## src/rtl/accel_avg_filter.sv

```systemverilog
// Boxcar moving average over the last 2^LOG2_DEPTH X/Y accelerometer samples, feeding the CORDIC stage.
// Define ACCEL_AVG_ROUND_EN to round half toward +inf (saturated) instead of flooring the average.
module accel_avg_axis #(
  parameter int N          = 10,
  parameter int LOG2_DEPTH = 3
) (
  input  logic                  clk,
  input  logic                  rst,
  input  logic                  clr,
  input  logic                  acc,
  input  logic                  upd,
  input  logic [LOG2_DEPTH-1:0] wptr,
  input  logic signed [N-1:0]   sample,
  output logic signed [N-1:0]   avg
);
  localparam int DEPTH = 1 << LOG2_DEPTH;
  localparam int SW    = N + LOG2_DEPTH;

  logic signed [N-1:0]  hist [DEPTH];
  logic signed [SW-1:0] sum, sum_nxt;
  logic signed [N-1:0]  avg_nxt;

  // Oldest sample leaves the window as the new one enters at wptr
  always_comb sum_nxt = sum + SW'(sample) - SW'(hist[wptr]);

`ifdef ACCEL_AVG_ROUND_EN
  localparam logic signed [SW:0] MAXV = (SW+1)'((1 << (N-1)) - 1);
  logic signed [SW:0] rnd, shf;
  always_comb begin
    rnd     = {sum_nxt[SW-1], sum_nxt} + (SW+1)'(1 << (LOG2_DEPTH-1));
    shf     = rnd >>> LOG2_DEPTH;
    avg_nxt = (shf > MAXV) ? MAXV[N-1:0] : shf[N-1:0];
  end
`else
  always_comb avg_nxt = sum_nxt[SW-1:LOG2_DEPTH];
`endif

  always_ff @(posedge clk) begin
    if (rst) begin
      for (int i = 0; i < DEPTH; i++) hist[i] <= '0;
      sum <= '0;
      avg <= '0;
    end else if (clr) begin
      for (int i = 0; i < DEPTH; i++) hist[i] <= '0;
      sum <= '0;
    end else if (acc) begin
      hist[wptr] <= sample;
      sum        <= sum_nxt;
      if (upd) avg <= avg_nxt;
    end
  end
endmodule

module accel_avg_filter #(
  parameter int N          = 10,
  parameter int LOG2_DEPTH = 3
) (
  input  logic                i_clk,
  input  logic                i_rst,
  input  logic                i_valid,
  input  logic signed [N-1:0] i_xval,
  input  logic signed [N-1:0] i_yval,
  input  logic                i_flush,
  output logic signed [N-1:0] o_xval,
  output logic signed [N-1:0] o_yval,
  output logic                o_valid,
  output logic                o_filled
);
  localparam int DEPTH = 1 << LOG2_DEPTH;
  localparam logic [LOG2_DEPTH:0] FULL = (LOG2_DEPTH+1)'(DEPTH);

  logic [LOG2_DEPTH-1:0] wptr;
  logic [LOG2_DEPTH:0]   fill, fill_nxt;
  logic                  acc, upd;
  logic [1:0][N-1:0]     smp, avg;

  assign acc      = i_valid & ~i_flush;
  assign fill_nxt = (fill == FULL) ? FULL : fill + 1'b1;
  assign upd      = acc & (fill_nxt == FULL);
  assign smp      = {i_yval, i_xval};
  assign o_xval   = avg[0];
  assign o_yval   = avg[1];

  for (genvar g = 0; g < 2; g++) begin : g_axis
    accel_avg_axis #(.N(N), .LOG2_DEPTH(LOG2_DEPTH)) u_axis (
      .clk   (i_clk),
      .rst   (i_rst),
      .clr   (i_flush),
      .acc   (acc),
      .upd   (upd),
      .wptr  (wptr),
      .sample(smp[g]),
      .avg   (avg[g])
    );
  end

  always_ff @(posedge i_clk) begin
    if (i_rst || i_flush) begin
      wptr     <= '0;
      fill     <= '0;
      o_valid  <= 1'b0;
      o_filled <= 1'b0;
    end else if (i_valid) begin
      wptr     <= wptr + 1'b1;
      fill     <= fill_nxt;
      o_valid  <= upd;
      o_filled <= o_filled | upd;
    end else begin
      o_valid  <= 1'b0;
    end
  end
endmodule

```

## config.mk

```make
export PLATFORM = sky130hd
export DESIGN_NAME = accel_avg_filter
export DESIGN_NICKNAME = d
export VERILOG_FILES = /design/src/rtl/accel_avg_filter.sv
export SDC_FILE = /design/constraint.sdc
export NUM_CORES = 1
export LEC_CHECK = 0
export ABC_CLOCK_PERIOD_IN_PS = 4300
export CORE_UTILIZATION = 45
export DETAILED_ROUTE_END_ITERATION = 8
export PLACE_DENSITY = 0.71
export SLEW_MARGIN = 20
export SYNTH_ARGS = -nofsm -noshare
export SYNTH_HDL_FRONTEND = slang
export SYNTH_HIERARCHICAL = 1
export SYNTH_SLANG_ARGS = --single-unit
```

## constraint.sdc

```tcl
create_clock -name i_clk -period 4.3 [get_ports i_clk]
set_input_delay 0.645 -clock i_clk [delete_from_list [all_inputs] [get_ports i_clk]]
set_output_delay 0.645 -clock i_clk [all_outputs]
set_load 0.01 [all_outputs]
```

# ---- Word-level counts from Yosys, hierarchy flattened
# Memory sizes are Yosys's and may differ from the RTL's. A register that Yosys moved wholly into a read port is not among the register bits.
# Cells that the tools add are included.
dict set report totals {
  rom_bits 0
  out_inout_bits 22
  register_bits 55
  n_memories 2
  ramBits 160
  input_bits 24
  wordCells 81
  latch_bits 0
}
dict set report classes {
  shift 0
  addsub 6
  multipliers 0
  n_bitwise 21
  magnitude_cmp 0
  reduce_logical 6
  eq_ne 2
  n_mux 36
  n_div 0
}
# memory depth width read_ports rd_ports_with_merged_regs wr line_no
set memory_table {}
lappend memory_table {{g_axis[0].u_axis.hist} 8 10 1 1 8 19} ;# logic signed [N-1:0] hist [DEPTH];
lappend memory_table {{g_axis[1].u_axis.hist} 8 10 1 1 8 19}
# op count
set op_table {}
lappend op_table {{$mux 10} 18}
lappend op_table {{$add 13x10->13} 2}
lappend op_table {{$sub 13x10->13} 2}
lappend op_table {{$reduce_or 10->1} 2}
lappend op_table {{$mux 3} 6}
lappend op_table {{$or 1x1->1} 17}
lappend op_table {{$mux 1} 11}
lappend op_table {{$eq 4x4->1 const B} 2}
lappend op_table {{$add 4x1->4 const B} 1}
lappend op_table {{$mux 4} 1}
lappend op_table {{$reduce_or 2->1} 2}
lappend op_table {{$add 3x1->3 const B} 1}
lappend op_table {{$reduce_and 3->1} 1}
lappend op_table {{$and 1x1->1} 2}
lappend op_table {{$not 1->1} 2}
lappend op_table {{$logic_or 1x1->1} 1}

# ---- Longest topological paths before layout
dict set report logic_depth {
  depth_word 8
  ltp_mapped 15
  mapped_depth_nobuf 14
}

# ---- Hierarchy
# Netlist, hierarchy kept.
# mod cells_each seq_area_each_um2 area_each_um2 instances
set by_module_without_submodules {}
lappend by_module_without_submodules {{accel_avg_axis (g_axis[0].u_axis)} 507 2862.7 5738.0 1}
lappend by_module_without_submodules {{accel_avg_axis (g_axis[1].u_axis)} 517 2862.7 5569.1 1}
lappend by_module_without_submodules {accel_avg_filter 47 180.2 461.7 1}

# ---- Least setup slack after synthesis
# Ideal clock, no wire load.
dict set report synth_path {
  kind {register -> register}
  start {register wptr[0] (netlist name)}
  end {register g_axis[0].u_axis.avg[9]}
  t_required_ns 4.209
  arrival_ns 3.551
  setup_time_ns 0.091
  period_less_slack_ns 3.642
  setup_slack_ns 0.658
  stages_incl_launch_ff 14
  n_path_buf 4
  cell_sequence {dfxtp_1 > buf_2 > buf_2 > clkbuf_1 > mux2_2 > fa_1 > inv_1 > ha_1 > buf_6 > a21o_4 > a221o_1 > a21oi_2 > nand3_1 > a311oi_1}
}
# item line_no
set synth_rtl {}
lappend synth_rtl {{to (signal assigned)} 49} ;# if (upd) avg <= avg_nxt;
lappend synth_rtl {{to (decl)} 14} ;# output logic signed [N-1:0] avg

==> reports/results.txt <==
status -> completed
number of enable flip-flop cells after synthesis -> 160
min-delay src -> g_axis[0].u_axis/avg[1]
initial antenna violation count -> 0
vias in the first global route -> 8437
Cells after Synth -> 1071
sequential power share -> 45.1%
final core occ -> 53.5%
FF-to-FF Start -> wptr[1]
# rows -> 58
drt wl/cell -> 19.2 microns
Post-Route WL -> 28.5 mm
Comb pwr share -> 17.2%
P_leak -> 0.00492 uW
switching share of power -> 26.6%
DRC viols -> 0
Setup-failing EPs final -> 0
crit path max-delay cell type -> dfxtp_4
worst vdd ir -> 0.335 mV
Avg Inst Size Synth -> 11.0 sq um
Setup CP Type -> flip-flop to flip-flop
die area -> 0.0268 sq mm
Skew-Pair Late Insertion Delay -> 0.51 ns
ys async rst share -> 0%
Layout fillers -> 2136
Pre-antenna DRT Iters -> 5
final clock skew -> 0.00889 ns
RSZ-0062 raised after global routing -> false
Clk pwr share -> 37.7%
DR iter-0 viols -> 829
diode count -> 0
FF-to-FF setup slack -> 0.27 ns
Synth top area share -> 40.8%
Buf/Inv on CP -> 3
Seq/Total Area, Yosys -> 50.2%
Cell Area, Synth -> 0.0118 sq mm
worst hold path type -> flip-flop to flip-flop
PwrDens -> 381 mW/mm^2
most common cell after layout, fill and taps aside -> edfxtp_1
Crit path required time -> 4.75 ns
Worst-path clk slew -> 0.06 ns
HPWL Detailed -> 19.4 mm
Initial Util -> 46.3%
crit path cell chain -> buf_4 > mux4_2 > mux2i_1 > inv_1 > fa_1 > inv_1 > ha_1 > and3_4 > a31oi_1 > o21ai_0 > or4_1 > nand3_1
H-tree depth -> 1
fin. max-slew vios -> 0
CP endpoint kind -> flip-flop
switching power -> 1380 uW
Final #Nets -> 1213
Post-Syn Nets -> 1150
core area -> 0.0254 sq mm
CP max stage delay -> 0.72 ns
synthesis-stage register bit count -> 215
final worst slack -> 0.273 ns
yosys warns -> 6
GRT Util Overall -> 21.6%
Die W -> 164 microns
Routed Antenna Nets -> 0
reg-to-reg endpoint -> g_axis[0].u_axis/avg[8]
most frequent cell on the critical path -> inv_1
internal power -> 3800 uW
Primary FF master, synth -> edfxtp_1
Top delay family on crit path -> adder cells
GPL Wtd Cong -> 0.898
port bufs -> 45
most frequent cells in the layout -> edfxtp_1, nor3_1, inv_1
Cell variety after synth -> 82
reg2reg path depth -> 12
Max Freq -> 0.248 GHz
Yosys top cell by area -> edfxtp_1
Crit Path Max Fanout -> 42
Final Hold Fails -> 0
postcts setup bufs -> 0
via-per-instance ratio -> 5.90
CTS tree -> done
Post-Place Setup Slack -> 0.274 ns
# IOs -> 46
P&R area growth vs syn -> 15.4%
CTS Buffer Depth -> 3
critical path startpoint -> wptr[1]
relative slew slack -> 38.6%
clock sinks -> 215
DR vias -> 8733
critical path depth in cells -> 12
Worst Hold End -> g_axis[0].u_axis/avg[1]
GRT overflow -> 0
worst hold slack -> 0.450 ns
pin count of the biggest net entering global routing -> 44
post-route minimum period -> 4.03 ns
Root Buffer -> clkbuf_16
worst slew pin tran -> 0.911 ns
Tcrit/Tclk final -> 93.7%
Die Ht -> 164 microns
Final TNS setup -> 0 ns
max-cap violation count -> 0
fraction of layout cells with a size suffix above 1 -> 14.6%
CP Launch Type -> flip-flop
Hold Crit Depth -> 2
Worst Path Arrival -> 4.48 ns
top cells by area, synth -> edfxtp_1, dfxtp_1, nor3_1, mux4_2, fa_1
first-pass GRT wire length -> 45.4 mm
CTS Buf Count -> 23
stage by stage:
step           cells  cell area (sq um)  total power, uW
2_1_floorplan   1071              11800             3020
3_3_place_gp    1439              12900             3240
3_5_place_dp    1439              12900             3250
4_1_cts         1479              13600             5210
5_1_grt         1479              13600             5400
6_report        1479              13600             5180
worst max path at each step:
stage / endpoint
CTS: g_axis[0].u_axis/avg[8]
floorplan: g_axis[0].u_axis/avg[9]
detailed placement: g_axis[0].u_axis/avg[8]
global route: g_axis[0].u_axis/avg[8]
global placement: g_axis[0].u_axis/avg[8]
finish: g_axis[0].u_axis/avg[8]
flip-flops by register name, summed over array words and instances, names as in the netlist:
name / flops
g_axis.u_axis/hist: 160
g_axis.u_axis/sum: 26
g_axis.u_axis/avg: 20
fill: 4
wptr: 3
o_filled: 1
o_valid: 1
layer usage:
layer	global-route usage, %	wire (microns)
met5	0	0
met3	3.36	2050
met2	34.8	13400
met1	30.5	12600
met4	5.56	448
worst min-delay path, cell delays in order (launching register included):
cell and delay, ns:
dfxtp_1 0.30, nand2_1 0.05, a21oi_1 0.05
power by group through the flow:
| stage | registers (uW) | logic (uW) | clock network (uW) |
|---|---|---|---|
| 3_5_place_dp | 2380 | 875 | 0 |
| 4_1_cts | 2340 | 884 | 1990 |
| 2_1_floorplan | 2360 | 651 | 0 |
| 5_1_grt | 2340 | 988 | 2070 |
| 3_3_place_gp | 2380 | 865 | 0 |
| 6_report | 2330 | 890 | 1950 |
repair_timing:
| action | in CTS | in global routing |
|---|---|---|
| resized for setup | 0 | 1 |
| setup endpoints to repair | 0 | 1 |
| hold buffers | 0 | 0 |
cell families after synthesis:
logic type / Yosys count / synth area share [%]
buffers and inverters: 183 / 6.11
flip-flops: 215 / 50.2
multiplexers: 53 / 6.93
adder cells (fa/ha/maj): 55 / 7.38
XOR/XNOR: 9 / 0.829
AND/OR/NAND/NOR: 383 / 17.5
AO/OA/AOI/OAI: 173 / 11.1
synth_stat cells, types with 5 or more instances:
cell type and count:
edfxtp_1 160, nor3_1 129, inv_1 89, nand2_1 58, dfxtp_1 55, clkbuf_1 53, nand3_1 50, nor2_1 32
a21oi_1 31, ha_1 31, nor4_1 31, fa_1 24, mux2i_1 23, mux4_2 22, o21ai_0 21, clkinv_1 19
or3_1 15, a221oi_1 12, buf_2 11, o2111ai_1 10, a21o_1 9, nand2b_1 9, mux2_2 8, nor2b_1 8
a211oi_1 7, a31oi_1 7, buf_1 7, nor4_2 7, o21a_1 7, and2_1 6, and3_1 6, or4_1 6
a21oi_2 5, o211ai_1 5, o21ai_1 5, o22ai_1 5, xnor2_1 5
layout make-up:
type                            instances  area [sq um]  area share (%)
Clock inverter                         13           138            1.01
Clock buffer                           27           591            4.35
Inverter                              109           409            3.01
Timing Repair Buffer                  112           966            7.11
Sequential cell                       215          5920            43.5
Tap cell                              330           413            3.04
Multi-Input combinational cell        673          5150            37.9
No activity file was read; power rests on OpenSTA's default activity.
